### config.mk
export PLATFORM = sky130hd
export DESIGN_NAME = mem_bus_arbiter
export DESIGN_NICKNAME = d
export VERILOG_FILES = /design/src/rtl/rvcore_bus_pkg.sv /design/src/rtl/bus_timeout_cnt.sv /design/src/rtl/mem_bus_arbiter.sv
export SDC_FILE = /design/constraint.sdc
export NUM_CORES = 1
export LEC_CHECK = 0
export ABC_AREA = 1
export BUFFER_PORTS_ARGS = -buffer_cell sky130_fd_sc_hd__buf_2
export CAP_MARGIN = 5
export CORE_ASPECT_RATIO = 1.1
export CORE_MARGIN = 2
export CORE_UTILIZATION = 50
export CTS_BUF_LIST = sky130_fd_sc_hd__clkbuf_16
export CTS_CLUSTER_SIZE = 14
export DETAILED_ROUTE_END_ITERATION = 6
export GPL_ROUTABILITY_DRIVEN = 0
export GPL_TIMING_DRIVEN = 0
export PLACE_DENSITY = 0.83
export SLEW_MARGIN = 5
export SYNTH_ARGS = -nofsm -noshare
export SYNTH_HDL_FRONTEND = slang
export SYNTH_HIERARCHICAL = 1
export SYNTH_SLANG_ARGS = --single-unit
export TNS_END_PERCENT = 30
### constraint.sdc
create_clock -name clk -period 3.3 [get_ports clk]
set_input_delay 0.33 -clock clk [delete_from_list [all_inputs] [get_ports clk]]
set_output_delay 0.33 -clock clk [all_outputs]
set_load 0.01 [all_outputs]
### src/rtl/rvcore_bus_pkg.sv
// Shared types and constants for the core's memory-bus arbiter.
// Latency: n/a (declarations only).
// Backpressure: n/a.
package rvcore_bus_pkg;

  localparam int unsigned BUS_AW      = 32;
  localparam int unsigned BUS_DW      = 32;
  localparam int unsigned STRB_W      = 4;
  localparam int unsigned DEF_TIMEOUT = 255;
  localparam int unsigned DEF_CNT_W   = 8;

  // Arbiter state: idle, or which requester currently owns the bus.
  typedef enum logic [1:0] {
    ST_IDLE  = 2'd0,
    ST_DATA  = 2'd1,
    ST_FETCH = 2'd2
  } bus_state_e;

  // One latched bus command; held stable for the whole access.
  typedef struct packed {
    logic              we;
    logic [BUS_AW-1:0] addr;
    logic [BUS_DW-1:0] wdata;
    logic [STRB_W-1:0] wstrb;
  } bus_cmd_t;

  // Fetches are plain reads: no strobes, no write data.
  function automatic bus_cmd_t fetch_cmd(input logic [BUS_AW-1:0] addr);
    bus_cmd_t c;
    c.we    = 1'b0;
    c.addr  = addr;
    c.wdata = '0;
    c.wstrb = '0;
    return c;
  endfunction

endpackage

### src/rtl/bus_timeout_cnt.sv
// Counts wait cycles of a granted bus access and flags the abort cycle.
// Latency: o_tc is combinational in the cycle whose increment would reach TIMEOUT.
// Backpressure: none; counter simply holds when not enabled.
module bus_timeout_cnt #(
  parameter int unsigned TIMEOUT = 255,
  parameter int unsigned CNT_W   = 8
) (
  input  logic clk,
  input  logic rst,
  input  logic i_en,
  input  logic i_clr,
  output logic o_tc
);

  localparam logic [CNT_W-1:0] TC_VAL = CNT_W'(TIMEOUT - 1);

  logic [CNT_W-1:0] cnt_q, cnt_d;
  logic             tc;

  // Terminal count: this waiting cycle is the TIMEOUT-th one without an ack.
  always_comb begin
    tc    = i_en & (cnt_q == TC_VAL);
    cnt_d = cnt_q;
    if (i_clr || tc) begin
      cnt_d = '0;
    end else if (i_en) begin
      cnt_d = cnt_q + 1'b1;
    end
  end

  // Count register.
  always_ff @(posedge clk) begin
    if (rst) begin
      cnt_q <= '0;
    end else begin
      cnt_q <= cnt_d;
    end
  end

  assign o_tc = tc;

endmodule

### src/rtl/mem_bus_arbiter.sv
// Shares one memory bus between fetch and load/store; data wins; stalls the pipe.
// Latency: bus cycle starts the cycle after a request is seen; result captured on the ack edge.
// Backpressure: o_ex_stall holds the pipeline until every present request is served; bus waits on i_bus_ack, aborted after TIMEOUT.
module mem_bus_arbiter
  import rvcore_bus_pkg::*;
#(
  parameter int unsigned TIMEOUT = DEF_TIMEOUT,
  parameter int unsigned CNT_W   = DEF_CNT_W
) (
  input  logic              clk,
  input  logic              rst,
  input  logic              i_if_req,
  input  logic [BUS_AW-1:0] i_if_addr,
  input  logic              i_d_re,
  input  logic              i_d_we,
  input  logic [BUS_AW-1:0] i_d_addr,
  input  logic [BUS_DW-1:0] i_d_wdata,
  input  logic [STRB_W-1:0] i_d_wstrb,
  output logic [BUS_DW-1:0] o_if_inst,
  output logic [BUS_DW-1:0] o_d_rdata,
  output logic              o_ex_stall,
  output logic              o_bus_err,
  output logic              o_bus_req,
  output logic              o_bus_we,
  output logic [BUS_AW-1:0] o_bus_addr,
  output logic [BUS_DW-1:0] o_bus_wdata,
  output logic [STRB_W-1:0] o_bus_wstrb,
  input  logic              i_bus_ack,
  input  logic [BUS_DW-1:0] i_bus_rdata
);

  bus_state_e        state_q, state_d;
  bus_cmd_t          cmd_q, cmd_d;
  logic              d_served_q, d_served_d;
  logic              if_served_q, if_served_d;
  logic [BUS_DW-1:0] if_inst_q, if_inst_d;
  logic [BUS_DW-1:0] d_rdata_q, d_rdata_d;
  logic              bus_err_q, bus_err_d;

  logic              d_pend, if_pend, stall;
  logic              busy, ack_ok, tmo, done;
  logic [BUS_DW-1:0] cap_word;
  bus_cmd_t          d_cmd;

  // Request decode; a same-cycle request already stalls the pipeline.
  always_comb begin
    d_pend   = (i_d_re | i_d_we) & ~d_served_q;
    if_pend  = i_if_req & ~if_served_q;
    stall    = ~rst & (d_pend | if_pend);
    busy     = (state_q != ST_IDLE);
    ack_ok   = busy & i_bus_ack;
    done     = ack_ok | tmo;
    cap_word = ack_ok ? i_bus_rdata : '0;
    // Both re and we high is treated as a store.
    d_cmd.we    = i_d_we;
    d_cmd.addr  = i_d_addr;
    d_cmd.wdata = i_d_wdata;
    d_cmd.wstrb = i_d_wstrb;
  end

  // An ack in the abort cycle disables the count, so the ack wins.
  bus_timeout_cnt #(
    .TIMEOUT (TIMEOUT),
    .CNT_W   (CNT_W)
  ) u_tmo (
    .clk   (clk),
    .rst   (rst),
    .i_en  (busy & ~i_bus_ack),
    .i_clr (~busy | i_bus_ack),
    .o_tc  (tmo)
  );

  // Next-state, command latch, completion capture and served bookkeeping.
  always_comb begin
    state_d     = state_q;
    cmd_d       = cmd_q;
    d_served_d  = d_served_q;
    if_served_d = if_served_q;
    if_inst_d   = if_inst_q;
    d_rdata_d   = d_rdata_q;
    bus_err_d   = 1'b0;

    case (state_q)
      ST_IDLE: begin
        if (d_pend) begin
          state_d = ST_DATA;
          cmd_d   = d_cmd;
        end else if (if_pend) begin
          state_d = ST_FETCH;
          cmd_d   = fetch_cmd(i_if_addr);
        end
      end
      ST_DATA: begin
        if (done) begin
          d_served_d = 1'b1;
          bus_err_d  = tmo;
          if (!cmd_q.we) begin
            d_rdata_d = cap_word;
          end
          // Chain straight into a waiting fetch without an idle cycle.
          if (if_pend) begin
            state_d = ST_FETCH;
            cmd_d   = fetch_cmd(i_if_addr);
          end else begin
            state_d = ST_IDLE;
          end
        end
      end
      ST_FETCH: begin
        if (done) begin
          if_served_d = 1'b1;
          if_inst_d   = cap_word;
          bus_err_d   = tmo;
          state_d     = ST_IDLE;
        end
      end
      default: begin
        state_d = ST_IDLE;
      end
    endcase

    // Pipeline advances on this edge: the next instruction's requests are new.
    if (!stall) begin
      d_served_d  = 1'b0;
      if_served_d = 1'b0;
    end
  end

  // State and datapath registers; reset abandons any access silently.
  always_ff @(posedge clk) begin
    if (rst) begin
      state_q     <= ST_IDLE;
      cmd_q       <= '0;
      d_served_q  <= 1'b0;
      if_served_q <= 1'b0;
      if_inst_q   <= '0;
      d_rdata_q   <= '0;
      bus_err_q   <= 1'b0;
    end else begin
      state_q     <= state_d;
      cmd_q       <= cmd_d;
      d_served_q  <= d_served_d;
      if_served_q <= if_served_d;
      if_inst_q   <= if_inst_d;
      d_rdata_q   <= d_rdata_d;
      bus_err_q   <= bus_err_d;
    end
  end

  assign o_bus_req   = busy;
  assign o_bus_we    = cmd_q.we;
  assign o_bus_addr  = cmd_q.addr;
  assign o_bus_wdata = cmd_q.wdata;
  assign o_bus_wstrb = cmd_q.wstrb;
  assign o_if_inst   = if_inst_q;
  assign o_d_rdata   = d_rdata_q;
  assign o_bus_err   = bus_err_q;
  assign o_ex_stall  = stall;

endmodule

==> impl_metrics.yaml <==
detailed_routing:
  drt_iter0_markers: 524
  vias: 6986
  via_per_inst: 5.00
  drt_pass1_iterations: 6
  detail_route.wl_per_cell_um: 13.7
  route.final.wire_length_um: 19100
  route.antenna.remaining_nets: 0
  drt_drc_violations_left: 0
outcome:
  status: "finished clean"
die:
  core_area_um2: 12500
  start_util_pct: 51.0
  die-area_um2: 13700
  design.portCount: 274
  floorplan.die.width_um: 112
  rows: 43
  die_height_um: 123
yosys:
  synthCells: 934
  ys_seq_area_share_pct: 45.7
  netlist_top_cells_area: "dfxtp_1 46%, nand2_1 13%, nor2_1 9.9%"
  cell_taking_the_most_area_after_synthesis: "dfxtp_1"
  post_synth_num_cell_types: 25
  yosysWarningCount: 6
  number_of_nets_in_the_synthesized_netlist: 1077
  synth_area_um2: 6400
  synth-seq-cells: 146
  yosysTopAreaCellShare_pct: 45.7
  syn_avg_cell_area_um2: 6.85
clock_network:
  cts_resized: 0
  clock_sinks: 146
  clock_insertion_delay_worst_skew_ns: 0.42
  ctsHtreeMaxLevel: 4
  cts_hold_repair.buffers: 0
  cts_setup_buffers: 0
  root_buffer: "clkbuf_16"
  clockBufferDepth: 2
  tritoncts: "built"
  cts.clk_slew.worst_paths_ns: 0.06
  numCtsBuffers: 17
critical_path:
  worstSetupStartpoint: "state_q[0]$_SDFFE_PP0P_"
  worstSetupStartpointType: "register"
  critPathSlowestCell: "clkbuf_1"
  worstReg2RegStart: "state_q[0]$_SDFFE_PP0P_"
  timing.critical_path.required_ns: 3.65
  worstPathMaxFanout: 10
  worstPathArrival_ns: 3.02
  cp_cell_sequence: "inv_1 -> ha_1 -> nor2_1 -> nand2_1 -> nor2_1 -> nand2_2 -> inv_1 -> inv_1 -> nand2_2 -> nand2_2 -> nand2_4 -> clkbuf_1 -> nand3_1 -> a21oi_1"
  critPathCaptureType: "register"
  timing_worst_setup_path_type: "reg2reg"
  highest_cell_delay_on_the_worst_timing_path_ns: 0.43
power_and_ir_drop:
  power.density_cell_area_nw_per_um2: 889
  power.leakage_nw: 4.37
  vdd_ir_drop_max_v: 0.000509
placement:
  io_buffer_count: 273
  half_perimeter_wire_length_after_placement_um: 14300
  dp_slack_ns: 0.684
global_routing:
  grt_pass1_vias: 6244
  grt_max_degree: 17
  antenna_found_initial: 2
  gr-total-overflow: 0
  global_route.usage.total_pct: 27.2
  wire_length_of_the_first_global_routing_pass_um: 29600
sta:
  timing.final.crit_share_pct: 81.1
  achievable-frequency_ghz: 0.374
  fin_setup_tns_ns: 0
  grt_setup_unrepaired: "no"
  period_needed_ns: 2.68
  final_critical_path_setup_slack_ns: 0.624
  hold_viol_final: 0
  max_slew.worst_pin.slew_ns: 0.562
  final-setup-viol-count: 0
  max-slew-margin-rel_pct: 62.5
  timing.clock.skew_ns: 0.00738
  slew_viol_final: 0
finish:
  nets: 1369
  commonest_cells_after_routing_fill_and_taps_aside: "286 x buf_2, 222 x nand2_1, 169 x nor2_1"
  mostFrequentLayoutCell: "buf_2"
  n_fill_cell: 1096
  area.growth.synth_to_final_pct: 33.8
  post_route_cells_drive_above_1_share_pct: 27.9
  post-route-util_pct: 68.3
worst_hold_path:
  holdCritPathClass: "in2reg"
  worst_hold_startpoint: "i_d_wdata[15]"
flow_run:
  max_cap_viol_count: 0
[Yosys cell counts, drive strengths merged]
cell type	count
o211ai	1
or2	1
inv	88
buf	22
nor2	176
dfxtp	146
nand2	233
nand4	32
xnor2	2
ha	5
nand3	76
clkbuf	41
o21ai	34
a21oi	76
xor2	1
[layer usage]
| layer | track usage (%) | share of wire, % | up-vias |
|---|---|---|---|
| li1 | - | - | 3527 |
| met4 | 12.3 | 3.2 | 2 |
| met2 | 47.5 | 49 | 287 |
| met5 | 0 | 0.057 | - |
| met3 | 7.36 | 7.4 | 51 |
| met1 | 31.2 | 41 | 3119 |
[sequential cells by signal, summed over array words and instances, names as in the netlist]
signal	cells
u_tmo/cnt_q	8
o_bus_we	1
o_bus_wstrb	4
o_d_rdata	32
o_bus_wdata	32
o_bus_addr	32
d_served_q	1
if_served_q	1
o_bus_err	1
o_if_inst	32
state_q	2
[through the flow]
step	hold slack (ns)	area, um2	std cells	total power [mW]
global placement	0.442	7960	1364	5.57
CTS	0.161	8560	1395	7.61
floorplan	0.431	6400	934	4.56
global route	0.174	8560	1395	8.14
detailed placement	0.448	7960	1364	5.63
finish	0.179	8560	1396	7.61
[area by class of cell]
| cell class | count | area, um2 | area share [%] |
|---|---|---|---|
| sequential | 146 | 2920 | 34.1 |
| clock buffer | 17 | 425 | 4.97 |
| timing repair buffer | 273 | 1370 | 16.0 |
| tap | 157 | 196 | 2.29 |
| antenna | 1 | 2.50 | 0.0292 |
| clock inverter | 14 | 173 | 2.02 |
| buffer | 63 | 290 | 3.39 |
| inverter | 88 | 330 | 3.86 |
| multi-input combinational | 637 | 2860 | 33.3 |
[logic make-up after synthesis]
| family | count (synthesis) | synth area share [%] |
|---|---|---|
| AO/OA/AOI/OAI | 111 | 8.90 |
| adder cells (fa/ha/maj) | 5 | 0.978 |
| AND/OR/NAND/NOR | 518 | 34.3 |
| flip-flops | 146 | 45.7 |
| XOR/XNOR | 3 | 0.411 |
| buffers and inverters | 151 | 9.70 |
[power by group]
group	internal, mW	switching, mW	leakage (nW)
Combinational	1.14	2.07	2.88
Clock	1.25	0.733	0.306
Sequential	2.21	0.212	1.19
Total	4.59	3.02	4.37
[critical path, delay by kind of cell (launching register included)]
kind,cells,cell delay (ns)
DFF,1,0.37
adders and majority gates,1,0.28
and+or+nand+nor,8,1.11
buffers and inverters,4,0.67
AOI/OAI and AO/OA,1,0.17
[path summary, 6_finish.rpt]
path,endpoint,slack [ns],depth (start not counted)
worst min register to register,o_bus_wdata[19]$_SDFFE_PP0P_,0.45,2
worst min-delay path,o_bus_wdata[15]$_SDFFE_PP0P_,0.18,3
worst max-delay path,o_bus_wstrb[0]$_SDFFE_PP0P_,0.62,14
worst max register to register,o_bus_wstrb[0]$_SDFFE_PP0P_,0.62,14
No activity file was read; power rests on OpenSTA's default activity.
